==> config.mk <==
export PLATFORM = sky130hd
export DESIGN_NAME = qspline_sdiv_30s_16s_16_seq
export DESIGN_NICKNAME = d
export VERILOG_FILES = /design/src/rtl/qspline_sdiv_30s_16s_16_seq.sv
export SDC_FILE = /design/constraint.sdc
export NUM_CORES = 1
export LEC_CHECK = 0
export BUFFER_PORTS_ARGS = -buffer_cell sky130_fd_sc_hd__buf_2
export CAP_MARGIN = 20
export CORE_UTILIZATION = 45
export DETAILED_ROUTE_END_ITERATION = 8
export GPL_TIMING_DRIVEN = 0
export MAX_ROUTING_LAYER = met4
export PLACE_DENSITY = 0.72
export SETUP_SLACK_MARGIN = 0.4
export SLEW_MARGIN = 20
export SYNTH_ARGS = -nofsm -noshare
export SYNTH_HDL_FRONTEND = slang
export SYNTH_SLANG_ARGS = --single-unit
export TNS_END_PERCENT = 100
==> constraint.sdc <==
create_clock -name ap_clk -period 4 [get_ports ap_clk]
set_clock_uncertainty 0.15 [all_clocks]
set_input_delay 0.2 -clock ap_clk [delete_from_list [all_inputs] [get_ports ap_clk]]
set_output_delay 0.2 -clock ap_clk [all_outputs]
set_load 0.02 [all_outputs]
==> src/rtl/qspline_sdiv_30s_16s_16_seq.sv <==
// Radix-2 restoring signed divider (30s / 16s -> saturated 16s quotient), fixed latency.
// Optional remainder output enabled by defining QSPLINE_SDIV_REM_EN; otherwise rem is tied to 0.
module qspline_sdiv_30s_16s_16_seq #(
    parameter int DIVIDEND_W = 30,
    parameter int DIVISOR_W  = 16,
    parameter int QUOT_W     = 16
) (
    input  logic                  ap_clk,
    input  logic                  ap_rst,
    input  logic                  ce,
    input  logic                  start,
    input  logic [DIVIDEND_W-1:0] din0,
    input  logic [DIVISOR_W-1:0]  din1,
    output logic                  busy,
    output logic                  done,
    output logic [QUOT_W-1:0]     dout,
    output logic [QUOT_W-1:0]     rem,
    output logic                  ovf,
    output logic                  dz
);

    localparam int CNT_W = $clog2(DIVIDEND_W);
    localparam int PAD_W = DIVIDEND_W - QUOT_W + 2;
    localparam logic signed [DIVIDEND_W:0] QMAX = {{PAD_W{1'b0}}, {(QUOT_W-1){1'b1}}};
    localparam logic signed [DIVIDEND_W:0] QMIN = {{PAD_W{1'b1}}, {(QUOT_W-1){1'b0}}};

    typedef enum logic [1:0] {StIdle, StCalc, StFix, StDone} state_t;

    state_t                  state_q, state_d;
    logic [CNT_W-1:0]        cnt_q, cnt_d;
    logic                    sgn_n_q, sgn_n_d;
    logic                    sgn_d_q, sgn_d_d;
    logic [DIVIDEND_W-1:0]   dvd_q, dvd_d;
    logic [DIVISOR_W-1:0]    dvs_q, dvs_d;
    logic [DIVISOR_W-1:0]    pr_q, pr_d;
    logic [DIVIDEND_W-1:0]   quo_q, quo_d;
    logic [QUOT_W-1:0]       dout_q, dout_d;
    logic                    ovf_q, ovf_d;
    logic                    dz_q, dz_d;

    logic [DIVISOR_W:0]        shifted;
    logic [DIVISOR_W+1:0]      diff;
    logic                      qbit;
    logic signed [DIVIDEND_W:0] qs;

    assign shifted = {pr_q, dvd_q[DIVIDEND_W-1]};
    assign diff    = {1'b0, shifted} - {2'b00, dvs_q};
    assign qbit    = ~diff[DIVISOR_W+1];
    assign qs      = (sgn_n_q ^ sgn_d_q) ? -$signed({1'b0, quo_q}) : $signed({1'b0, quo_q});

`ifdef QSPLINE_SDIV_REM_EN
    logic [QUOT_W-1:0] rem_q, rem_d;
    logic [QUOT_W-1:0] rem_fix;
    logic [QUOT_W-1:0] dvd_low;

    assign rem_fix = sgn_n_q ? QUOT_W'(-pr_q) : QUOT_W'(pr_q);
    // dvd_q has rotated back to |din0| by FIX, so this recovers din0's low bits
    assign dvd_low = sgn_n_q ? QUOT_W'(-dvd_q) : QUOT_W'(dvd_q);

    always_comb begin
        rem_d = rem_q;
        if (state_q == StFix) begin
            rem_d = (dvs_q == '0) ? dvd_low : rem_fix;
        end
    end

    always_ff @(posedge ap_clk or posedge ap_rst) begin
        if (ap_rst) begin
            rem_q <= '0;
        end else if (ce) begin
            rem_q <= rem_d;
        end
    end

    assign rem = rem_q;
`else
    assign rem = '0;
`endif

    always_comb begin
        state_d = state_q;
        cnt_d   = cnt_q;
        sgn_n_d = sgn_n_q;
        sgn_d_d = sgn_d_q;
        dvd_d   = dvd_q;
        dvs_d   = dvs_q;
        pr_d    = pr_q;
        quo_d   = quo_q;
        dout_d  = dout_q;
        ovf_d   = ovf_q;
        dz_d    = dz_q;
        unique case (state_q)
            StIdle: begin
                if (start) begin
                    sgn_n_d = din0[DIVIDEND_W-1];
                    sgn_d_d = din1[DIVISOR_W-1];
                    dvd_d   = din0[DIVIDEND_W-1] ? -din0 : din0;
                    dvs_d   = din1[DIVISOR_W-1] ? -din1 : din1;
                    pr_d    = '0;
                    quo_d   = '0;
                    cnt_d   = '0;
                    state_d = StCalc;
                end
            end
            StCalc: begin
                // Rotate rather than shift so the dividend magnitude survives to FIX
                dvd_d = {dvd_q[DIVIDEND_W-2:0], dvd_q[DIVIDEND_W-1]};
                pr_d  = qbit ? diff[DIVISOR_W-1:0] : shifted[DIVISOR_W-1:0];
                quo_d = {quo_q[DIVIDEND_W-2:0], qbit};
                cnt_d = cnt_q + 1'b1;
                if (cnt_q == CNT_W'(DIVIDEND_W - 1)) begin
                    state_d = StFix;
                end
            end
            StFix: begin
                if (dvs_q == '0) begin
                    dz_d   = 1'b1;
                    ovf_d  = 1'b1;
                    dout_d = {sgn_n_q, {(QUOT_W-1){~sgn_n_q}}};
                end else if (qs > QMAX) begin
                    dz_d   = 1'b0;
                    ovf_d  = 1'b1;
                    dout_d = {1'b0, {(QUOT_W-1){1'b1}}};
                end else if (qs < QMIN) begin
                    dz_d   = 1'b0;
                    ovf_d  = 1'b1;
                    dout_d = {1'b1, {(QUOT_W-1){1'b0}}};
                end else begin
                    dz_d   = 1'b0;
                    ovf_d  = 1'b0;
                    dout_d = qs[QUOT_W-1:0];
                end
                state_d = StDone;
            end
            StDone: begin
                state_d = StIdle;
            end
            default: begin
                state_d = StIdle;
            end
        endcase
    end

    always_ff @(posedge ap_clk or posedge ap_rst) begin
        if (ap_rst) begin
            state_q <= StIdle;
            cnt_q   <= '0;
            sgn_n_q <= 1'b0;
            sgn_d_q <= 1'b0;
            dvd_q   <= '0;
            dvs_q   <= '0;
            pr_q    <= '0;
            quo_q   <= '0;
            dout_q  <= '0;
            ovf_q   <= 1'b0;
            dz_q    <= 1'b0;
        end else if (ce) begin
            state_q <= state_d;
            cnt_q   <= cnt_d;
            sgn_n_q <= sgn_n_d;
            sgn_d_q <= sgn_d_d;
            dvd_q   <= dvd_d;
            dvs_q   <= dvs_d;
            pr_q    <= pr_d;
            quo_q   <= quo_d;
            dout_q  <= dout_d;
            ovf_q   <= ovf_d;
            dz_q    <= dz_d;
        end
    end

    assign busy = (state_q != StIdle);
    assign done = (state_q == StDone);
    assign dout = dout_q;
    assign ovf  = ovf_q;
    assign dz   = dz_q;

endmodule

# --- Word-level counts from Yosys, hierarchy flattened ---
# Index checks and enable logic that the tools add are counted.
classes:
  addsub: 5
  multipliers: 0
  div_mod_pow: 0
  order_cmp: 2
  eq_ne: 6
  shifts: 0
  muxes: 22
  bitwise: 3
  n_reduce_logical: 8
ops:
  columns: ["op", "n"]
  rows:
  - ["case mux 30 bit (2 select lines)", 2]
  - ["two-way mux 16 bit", 6]
  - ["two-way mux 30 bit", 3]
  - ["case mux 16 bit (2 select lines)", 1]
  - ["greater-than comparator 31 x 16 -> 1 bit (second input constant)", 1]
  - ["< comparator 31 x 16 -> 1 bit (second input constant)", 1]
  - ["two-way mux 31 bit", 1]
  - ["negator 30 -> 31 bit", 1]
  - ["negator 30 bit", 1]
  - ["subtractor 17 x 16 -> 18 bit", 1]
  - ["logical NOT 16 bit", 1]
  - ["negator 16 bit", 1]
  - ["case mux 5 bit (2 select lines)", 1]
  - ["AND reduction 3 bit", 3]
  - ["case mux 2 bit (4 select lines)", 1]
  - ["adder 5 x 1 -> 5 bit (second input constant)", 1]
  - ["== test 5 bit (second input constant)", 1]
  - ["two-way mux 5 bit", 1]
  - ["== test 2 bit (second input constant)", 2]
  - ["two-way mux 1 bit", 4]
  - ["two-way mux 2 bit", 2]
  - ["inequality test 2 bit (second input constant)", 2]
  - ["nonzero test 2 bit", 2]
  - ["== test 2 x 1 -> 1 bit (second input constant)", 1]
  - ["other kinds (4)", 5]
totals:
  register_bits: 119
  latch_bits: 0
  ramBits: 0
  mem_bits_ro: 0
  inputBits: 50
  output_inout_bits: 36
  elab_cells: 57
  n_memories: 0

# --- Depth between registers and ports, before layout ---
# Gate-level depths: netlist (run 1).
logic_depth:
  ltp_word: 6
  ltp_mapped: 12

# --- Worst setup path after synthesis (run 1) ---
# No wires, ideal clock.
synth_timing:
  path_kind: "reg2reg"
  from: "register quo_q[1]"
  to: "register ovf_q (netlist: ovf)"
  setup_time_ns: 0.124
  arrival_time_ns: 2.837
  required_time_ns: 3.726
  path_slack_ns: 0.889
  stages_incl_launch_ff: 11
  synth_period_minus_slack_ns: 3.111
  cell_sequence: "dfrtp_1 -> inv_1 -> ha_1 -> nor4b_1 -> nand4_1 -> or3_1 -> xnor2_1 -> o41ai_1 -> nand4_1 -> o31a_4 -> o31a_1"
synth_between:
  elab_chain_cells: 6
  word_cells_on_any_way: 7
synth_lines:
  columns: ["item", "line_no", "source"]
  rows:
  - ["start: declaration", "36", "logic [DIVIDEND_W-1:0] quo_q, quo_d;"]
  - ["start signal: assignment", "165", "quo_q <= quo_d;"]
  - ["negator 30 -> 31 bit", "49", "assign qs = (sgn_n_q ^ sgn_d_q) ? -$signed({1'b0, quo_q}) : $signed({1'b0, quo_q});"]
  - ["two-way mux 31 bit (*)", "49", null]
  - ["< comparator 31 x 16 -> 1 bit", "124", "end else if (qs < QMIN) begin"]
  - ["two-way mux 1 bit", "124", null]
  - ["two-way mux 1 bit (*)", "120", "end else if (qs > QMAX) begin"]
  - ["two-way mux 1 bit (*)", "116", "if (dvs_q == '0) begin"]
  - ["end signal: assignment", "167", "ovf_q <= ovf_d;"]
  - ["end: declaration", "38", "logic ovf_q, ovf_d;"]
# Mark *: on every way between the ends. The rest lies on a longest branch, timed or not.
# A chain may end at the register's enable or synchronous reset.

# --- Final worst setup path (run 1) ---
layout_timing:
  from: "register sgn_n_q"
  to: "register dout_q[4] (netlist: dout[4])"
layout_between:
  elab_chain_cells: 6
  word_cells_on_any_way: 8
layout_lines:
  columns: ["item", "line_no", "source"]
  rows:
  - ["start: declaration", "31", "logic sgn_n_q, sgn_n_d;"]
  - ["start signal: assignment", "160", "sgn_n_q <= sgn_n_d;"]
  - ["bitwise XOR 1 bit", "49", null]
  - ["two-way mux 31 bit", "49", null]
  - ["< comparator 31 x 16 -> 1 bit", "124", null]
  - ["two-way mux 16 bit", "124", null]
  - ["two-way mux 16 bit", "120", null]
  - ["two-way mux 16 bit (*)", "116", null]
  - ["end signal: assignment", "166", "dout_q <= dout_d;"]
  - ["end: declaration", "37", "logic [QUOT_W-1:0] dout_q, dout_d;"]
# Marked as above.

==> metrics, run 1 <==
DP Area approximately 9000 sq um; simple-gate portion of the synthesized area 0.2275; Worst Reg2Reg Path Length in Cells 9; Static Leakage between 4 and 5 nW; Worst Hold Class in -> reg; DP Wirelength 15230 um; worst hold path stage count 3; hold endpoint dvs_q[9]; Post-Syn Area 8095 sq um; Post-Syn Instances roughly 1000; wire length per cell 15.97 um; Hold Crit Start din1[9]; htree depth 4; post-synthesis xor/xnor area fraction 0.07573; Hold Slack -0.0004215 ns; total congestion overflow 0; I/O Buffers between 60 and 70; final hold violation count 1; layout cell share with drive strength beyond 1 0.1379; routed vias/inst 5.711; slew margin rel. 0.3874; crit path max fanout 10; Clock Latency Late Sink 0.43 ns; most frequent cells after synthesis 147 x nand2_1, 119 x dfrtp_1, 109 x o21ai_0; Placed Instances 1302; WP data arrival 3.65 ns; Clk network pwr share 0.197; row count between 40 and 50; Yosys Warn Count 0; global-route wire length before repair 36160 um; failing checks hold timing; post-synthesis mux area share 0.03014; largest family of logic cells by synthesized area simple AND/OR/NAND/NOR gates; CTS Buf Count 17; critical path endpoint category flop; power share of the combinational group 0.565; reg-to-reg startpoint sgn_n_q; fin util 0.5542; Synth area leader dfrtp_1; total power 7.870 mW; Final ANT Viol Nets 0; antenna violations before repair 0; P per Cell Area approximately 820 nW/um^2; startpoint type of the worst setup path flop; Synth Flop Type dfrtp_1; largest net degree at the start of global routing 66; post-route cell area between 9000 and 10000 sq um; Sequential Power Share 0.239; Power Internal 4.359 mW; FF-to-FF End dout[4]; status finished, violations left; Clock Path Buffers 2; Placer Congestion 0.9204; Slew Limit Fails 0; register area share after synthesis 0.3679; Sw Ratio 0.4461; Layout area overhead 19.23%; Post-synth ARST share 1.000; switching power 3.511 mW; Final Net Count 1196; CTS root buf clkbuf_16; Compound-Gate Fraction of Synth Area 0.1893; RSZ-0062 raised after global routing yes; Routed WL 21650 um; DRT iter0 DRCs 530; Max-Cap Viols 0; Synth Area in Adders 0.04111; TritonCTS Sinks 119; vias in the first global route 7306; top-level port count 86; Cell Count, Final, Fillers Out 1356; fill count 1621; setup slack, reg-to-reg approximately 0.54 ns; height of the die 136.1 um; worst path required time 4.19 ns; CTS tree built; die footprint about 19000 sq um; Final Critical Period approximately 3.5 ns; Post-synth EDFFs 0; worst-margin pin slew 0.9158 ns; top cell type's share of synthesized area 0.3679; Worst Setup Path Type reg -> reg; Die W 136.1 um; Total GRT Usage 0.2548; Yosys reg bits 119; synth top area cells dfrtp_1 37%, nand2_1 6.8%, o21ai_0 6.7%, xor2_1 5.0%, ha_1 3.9%; final setup violation count 0; maximum vdd drop 0.3653 mV; Pre-antenna DRT Iters 5; vias 7744; Reg clk slew, reported paths 0.06 ns; library cells used by synthesis 67; diodes inserted 0; most frequent cell after synthesis nand2_1; period utilization 0.8642; Max Freq around 290 MHz; core footprint ~17000 sq um; Remaining DRCs 0; starting density of the core 0.4648; Avg Inst Size Synth 8.152 sq um
## power by group through the flow
stage               Clock (mW)  Combinational, mW  Sequential [mW]
floorplan                    0               3.20             1.84
global placement             0               4.12             1.87
detailed placement           0               4.18             1.88
CTS                       1.56               4.27             1.87
global route              1.61               4.92             1.92
finish                    1.55               4.44             1.88
## layer usage
metal  GRT usage  wire length (um)  vias up
met3     0.05332              1082       33
met1      0.3291             10130     3733
li1            -                 -     3740
met5           -                 0        -
met2      0.4041             10170      238
met4     0.06790               267        0
## sequential cells by signal, summed over array words and instances (netlist names)
| name | flops |
|---|---|
| dvd_q | 30 |
| quo_q | 30 |
| dout | 16 |
| dvs_q | 16 |
| pr_q | 16 |
| cnt_q | 5 |
| state_q | 2 |
| dz | 1 |
| ovf | 1 |
| sgn_d_q | 1 |
| sgn_n_q | 1 |
## placed cells by master, fill, tap and decap left out, types with 25 or more instances in the layout
| master | n |
|---|---|
| inv_1 | 34 |
| buf_2 | 72 |
| dfrtp_1 | 119 |
| nor2_1 | 74 |
| clkbuf_1 | 56 |
| o21ai_0 | 109 |
| nand3_1 | 55 |
| ha_1 | 25 |
| a21oi_1 | 42 |
| xor2_1 | 46 |
| nand2_1 | 146 |
## kinds of logic after synthesis
family / Yosys count
simple gates: 385
mux: 24
xor+xnor: 70
other cells: 1
buf+inv: 119
fa+ha+maj: 26
compound gates: 249
flops: 119
## per-stage QoR
stage	TNS [ns]	hold slack, ns	setup slack, ns
finish	0	-0.0004215	0.5431
global route	0	0.04779	0.3918
CTS	0	0.0006232	0.4068
detailed placement	0	0.1388	0.1301
global placement	-115.10	0.3083	-0.9738
floorplan	0	0.1937	0.4925
## timing repair
item,CTS,global route
gates cloned,0,0
buffers inserted,2,5
endpoints found under the setup margin,16,25
gates resized for setup,0,10
pin swaps,1,3
hold buffers,17,0
endpoints found under the hold margin,69,0
## worst max-delay path, cell delays in order, from the launching register on
cell and delay [ns]:
dfrtp_1 0.46, xnor2_1 0.52, clkbuf_1 0.42, clkbuf_1 0.47, clkbuf_2 0.35, a21oi_1 0.12
a31oi_1 0.36, a21oi_4 0.16, buf_6 0.18, o22ai_1 0.18
## how the worst max path moves through the flow
stage                to  slack (ns)  startpoint  cells after the start
3_5_place_dp    dout[4]        0.13    quo_q[0]                     11
4_1_cts         dout[4]        0.41    quo_q[3]                     10
6_report        dout[4]        0.54     sgn_n_q                      9
2_1_floorplan  cnt_q[0]        0.49      ap_rst                      1
5_1_grt         dout[4]        0.39     sgn_n_q                      9
3_3_place_gp   dvs_q[6]       -0.97      ap_rst                      2
## cell type report
type	count	area [sq um]	area share
Multi-Input combinational cell	770	4668	0.4837
Sequential cell	119	2978	0.3085
Timing Repair Buffer	93	590.6	0.06119
Clock buffer	21	450.4	0.04667
Buffer	84	419.2	0.04343
Tap cell	225	281.5	0.02917
Inverter	35	136.4	0.01413
Clock inverter	9	127.6	0.01322
No activity file was read; power rests on OpenSTA's default activity.
==> inputs of run 2 (changes only) <==
HOLD_SLACK_MARGIN = 0.08   (was not set)
==> run 2 against run 1 <==
  * Register-to-register slack is essentially flat
  * Maximum frequency rose by 0.19%
  * Utilization grew 0.69 points
  * The run now ends clean
  * Global-route usage grew 0.22 points
  * Count of clock-buffer cells in the layout is the same
  * Via count up 0.99%
  * Sequential power barely moved
  * Combinational power is essentially flat
  * Final cell count is 0.88% higher
==> metrics, run 2 (synthesis results as in run 1) <==
status complete, no violations; fill count 1611 (-0.62%); Routed WL 21940 um (+1.3%); Pre-antenna DRT Iters 5 (unchanged); CTS root buf clkbuf_16; DP Area 8806 sq um (unchanged); period utilization 0.8626 (-0.001666); Worst Hold Class in -> reg; P per Cell Area 807.2 nW/um^2 (-1.0%); final setup violation count 0 (unchanged); Placer Congestion 0.9204 (unchanged); final hold violation count 0 (-1); RSZ-0062 raised after global routing yes; DRT iter0 DRCs 524 (-1.1%); Clock Latency Late Sink 0.43 ns (about the same); Final Net Count 1208 (+1.0%); Layout area overhead 20.71%; Cell Count, Final, Fillers Out 1368 (+0.88%); total congestion overflow 0 (unchanged); Remaining DRCs 0 (unchanged); Sw Ratio 0.4462 (about the same); Multi-input gate area 4668 sq um (unchanged); starting density of the core 0.4648 (unchanged); maximum vdd drop 0.3615 mV (-1.0%); diodes inserted 0 (unchanged); most frequent cells in the layout 146 x nand2_1, 119 x dfrtp_1, 109 x o21ai_0, 74 x nor2_1, 72 x buf_2; vias 7821 (+0.99%); Sequential Area 2978 sq um (unchanged); Static Leakage 4.440 nW (+1.1%); CTS tree built; startpoint type of the worst setup path flop; Power Internal 4.368 mW (+0.22%); power share of the combinational group 0.566 (about the same); top-level port count 86 (unchanged); DP Wirelength 15230 um (unchanged); vias in the first global route 7377 (+0.97%); Worst Setup Path Type reg -> reg; switching power 3.519 mW (+0.23%); Final Critical Period 3.450 ns (-0.006665 ns); height of the die 136.1 um (unchanged); routed vias/inst 5.717 (+0.11%); TritonCTS Sinks 119 (unchanged); Final ANT Viol Nets 0 (unchanged); I/O Buffers 68 (unchanged); die footprint 18530 sq um (unchanged); row count 48 (unchanged); Max Freq 289.8 MHz (+0.19%); global-route wire length before repair 36490 um (+0.92%); Clk network pwr share 0.196 (about the same); Clock Path Buffers 2 (unchanged); layout cell share with drive strength beyond 1 0.1365 (-0.001448); CTS Buf Count 17 (unchanged); Max-Cap Viols 0 (unchanged); biggest regs dvd_q (30), quo_q (30); post-route cell area 9772 sq um (+1.2%); slew margin rel. 0.3688 (-0.01861); Reg clk slew, reported paths 0.06 ns (about the same); critical path endpoint category flop; wire length per cell 16.04 um (+0.43%); worst path required time 4.19 ns (about the same); Sequential Power Share 0.238 (about the same); Total GRT Usage 0.2570 (+0.002154); WP data arrival 3.64 ns (about the same); largest net degree at the start of global routing 66 (unchanged); commonest non-fill, non-tap cell in the layout nand2_1; Setup TNS 0 ns (unchanged); antenna violations before repair 0 (unchanged); Die W 136.1 um (unchanged); core footprint 17420 sq um (unchanged); htree depth 4 (unchanged); total power 7.888 mW (+0.22%); crit path max fanout 10 (unchanged); Slew Limit Fails 0 (unchanged); Placed Instances 1302 (unchanged); worst-margin pin slew 0.9437 ns (+0.02781 ns)
==> run 2: timing repair <==
item,4_1_cts,5_1_grt
buffers inserted,2,5
pin swaps,1,3
gates resized for setup,0,10
endpoints found under the hold margin,80,0
hold buffers,29,0
setup endpoints to repair,16,25
==> run 2: routing by layer <==
metal / routed length, um / GRT usage / vias up
met1: 10230 / 0.3303 / 3805
met3: 1005 / 0.05220 / 36
li1: - / - / 3765
met5: 0 / - / -
met2: 10420 / 0.4103 / 215
met4: 282 / 0.06914 / 0
==> run 2: critical path: stages (launching register included) <==
cell and delay, ns:
dfrtp_1 0.46, xnor2_1 0.53, clkbuf_1 0.43, clkbuf_1 0.46
clkbuf_2 0.35, a21oi_1 0.12, a31oi_1 0.34, a21oi_4 0.16
buf_6 0.18, o22ai_1 0.18
==> run 2: worst paths after layout <==
kind	startpoint	to	slack [ns]	cells after the start
min in group asynchronous	ap_rst	dout[2]	0.25	3
max	sgn_n_q	dout[4]	0.55	9
min	din0[4]	dvd_q[4]	0.09	5
max in group asynchronous	ap_rst	pr_q[5]	2.75	4
min reg2reg	dout[15]	dout[15]	0.33	2
max reg2reg	sgn_n_q	dout[4]	0.55	9
==> run 2: power groups by stage <==
stage	sequential (mW)	combinational (mW)	clock, mW
floorplan	1.84	3.20	0
global placement	1.87	4.12	0
detailed placement	1.88	4.18	0
CTS	1.87	4.28	1.56
global route	1.92	4.94	1.61
finish	1.88	4.46	1.54
==> run 2: area by class of cell <==
type	count	share of cell area
multi-input cells	770	0.4777
clock inverters	9	0.01306
inverters	35	0.01396
flip-flops and latches	119	0.3047
plain buffers	84	0.04289
well taps	225	0.02881
repair buffers	105	0.07273
clock buffers	21	0.04609
==> run 2: stage by stage <==
| stage | util | hold slack, ns | setup slack (ns) |
|---|---|---|---|
| 2_1_floorplan | - | 0.1937 | 0.4925 |
| 3_3_place_gp | 0.5037 | 0.3083 | -0.9738 |
| 3_5_place_dp | 0.5056 | 0.1388 | 0.1301 |
| 4_1_cts | 0.5563 | 0.08035 | 0.4068 |
| 5_1_grt | 0.5611 | 0.1196 | 0.3918 |
| 6_report | 0.5611 | 0.08909 | 0.5497 |
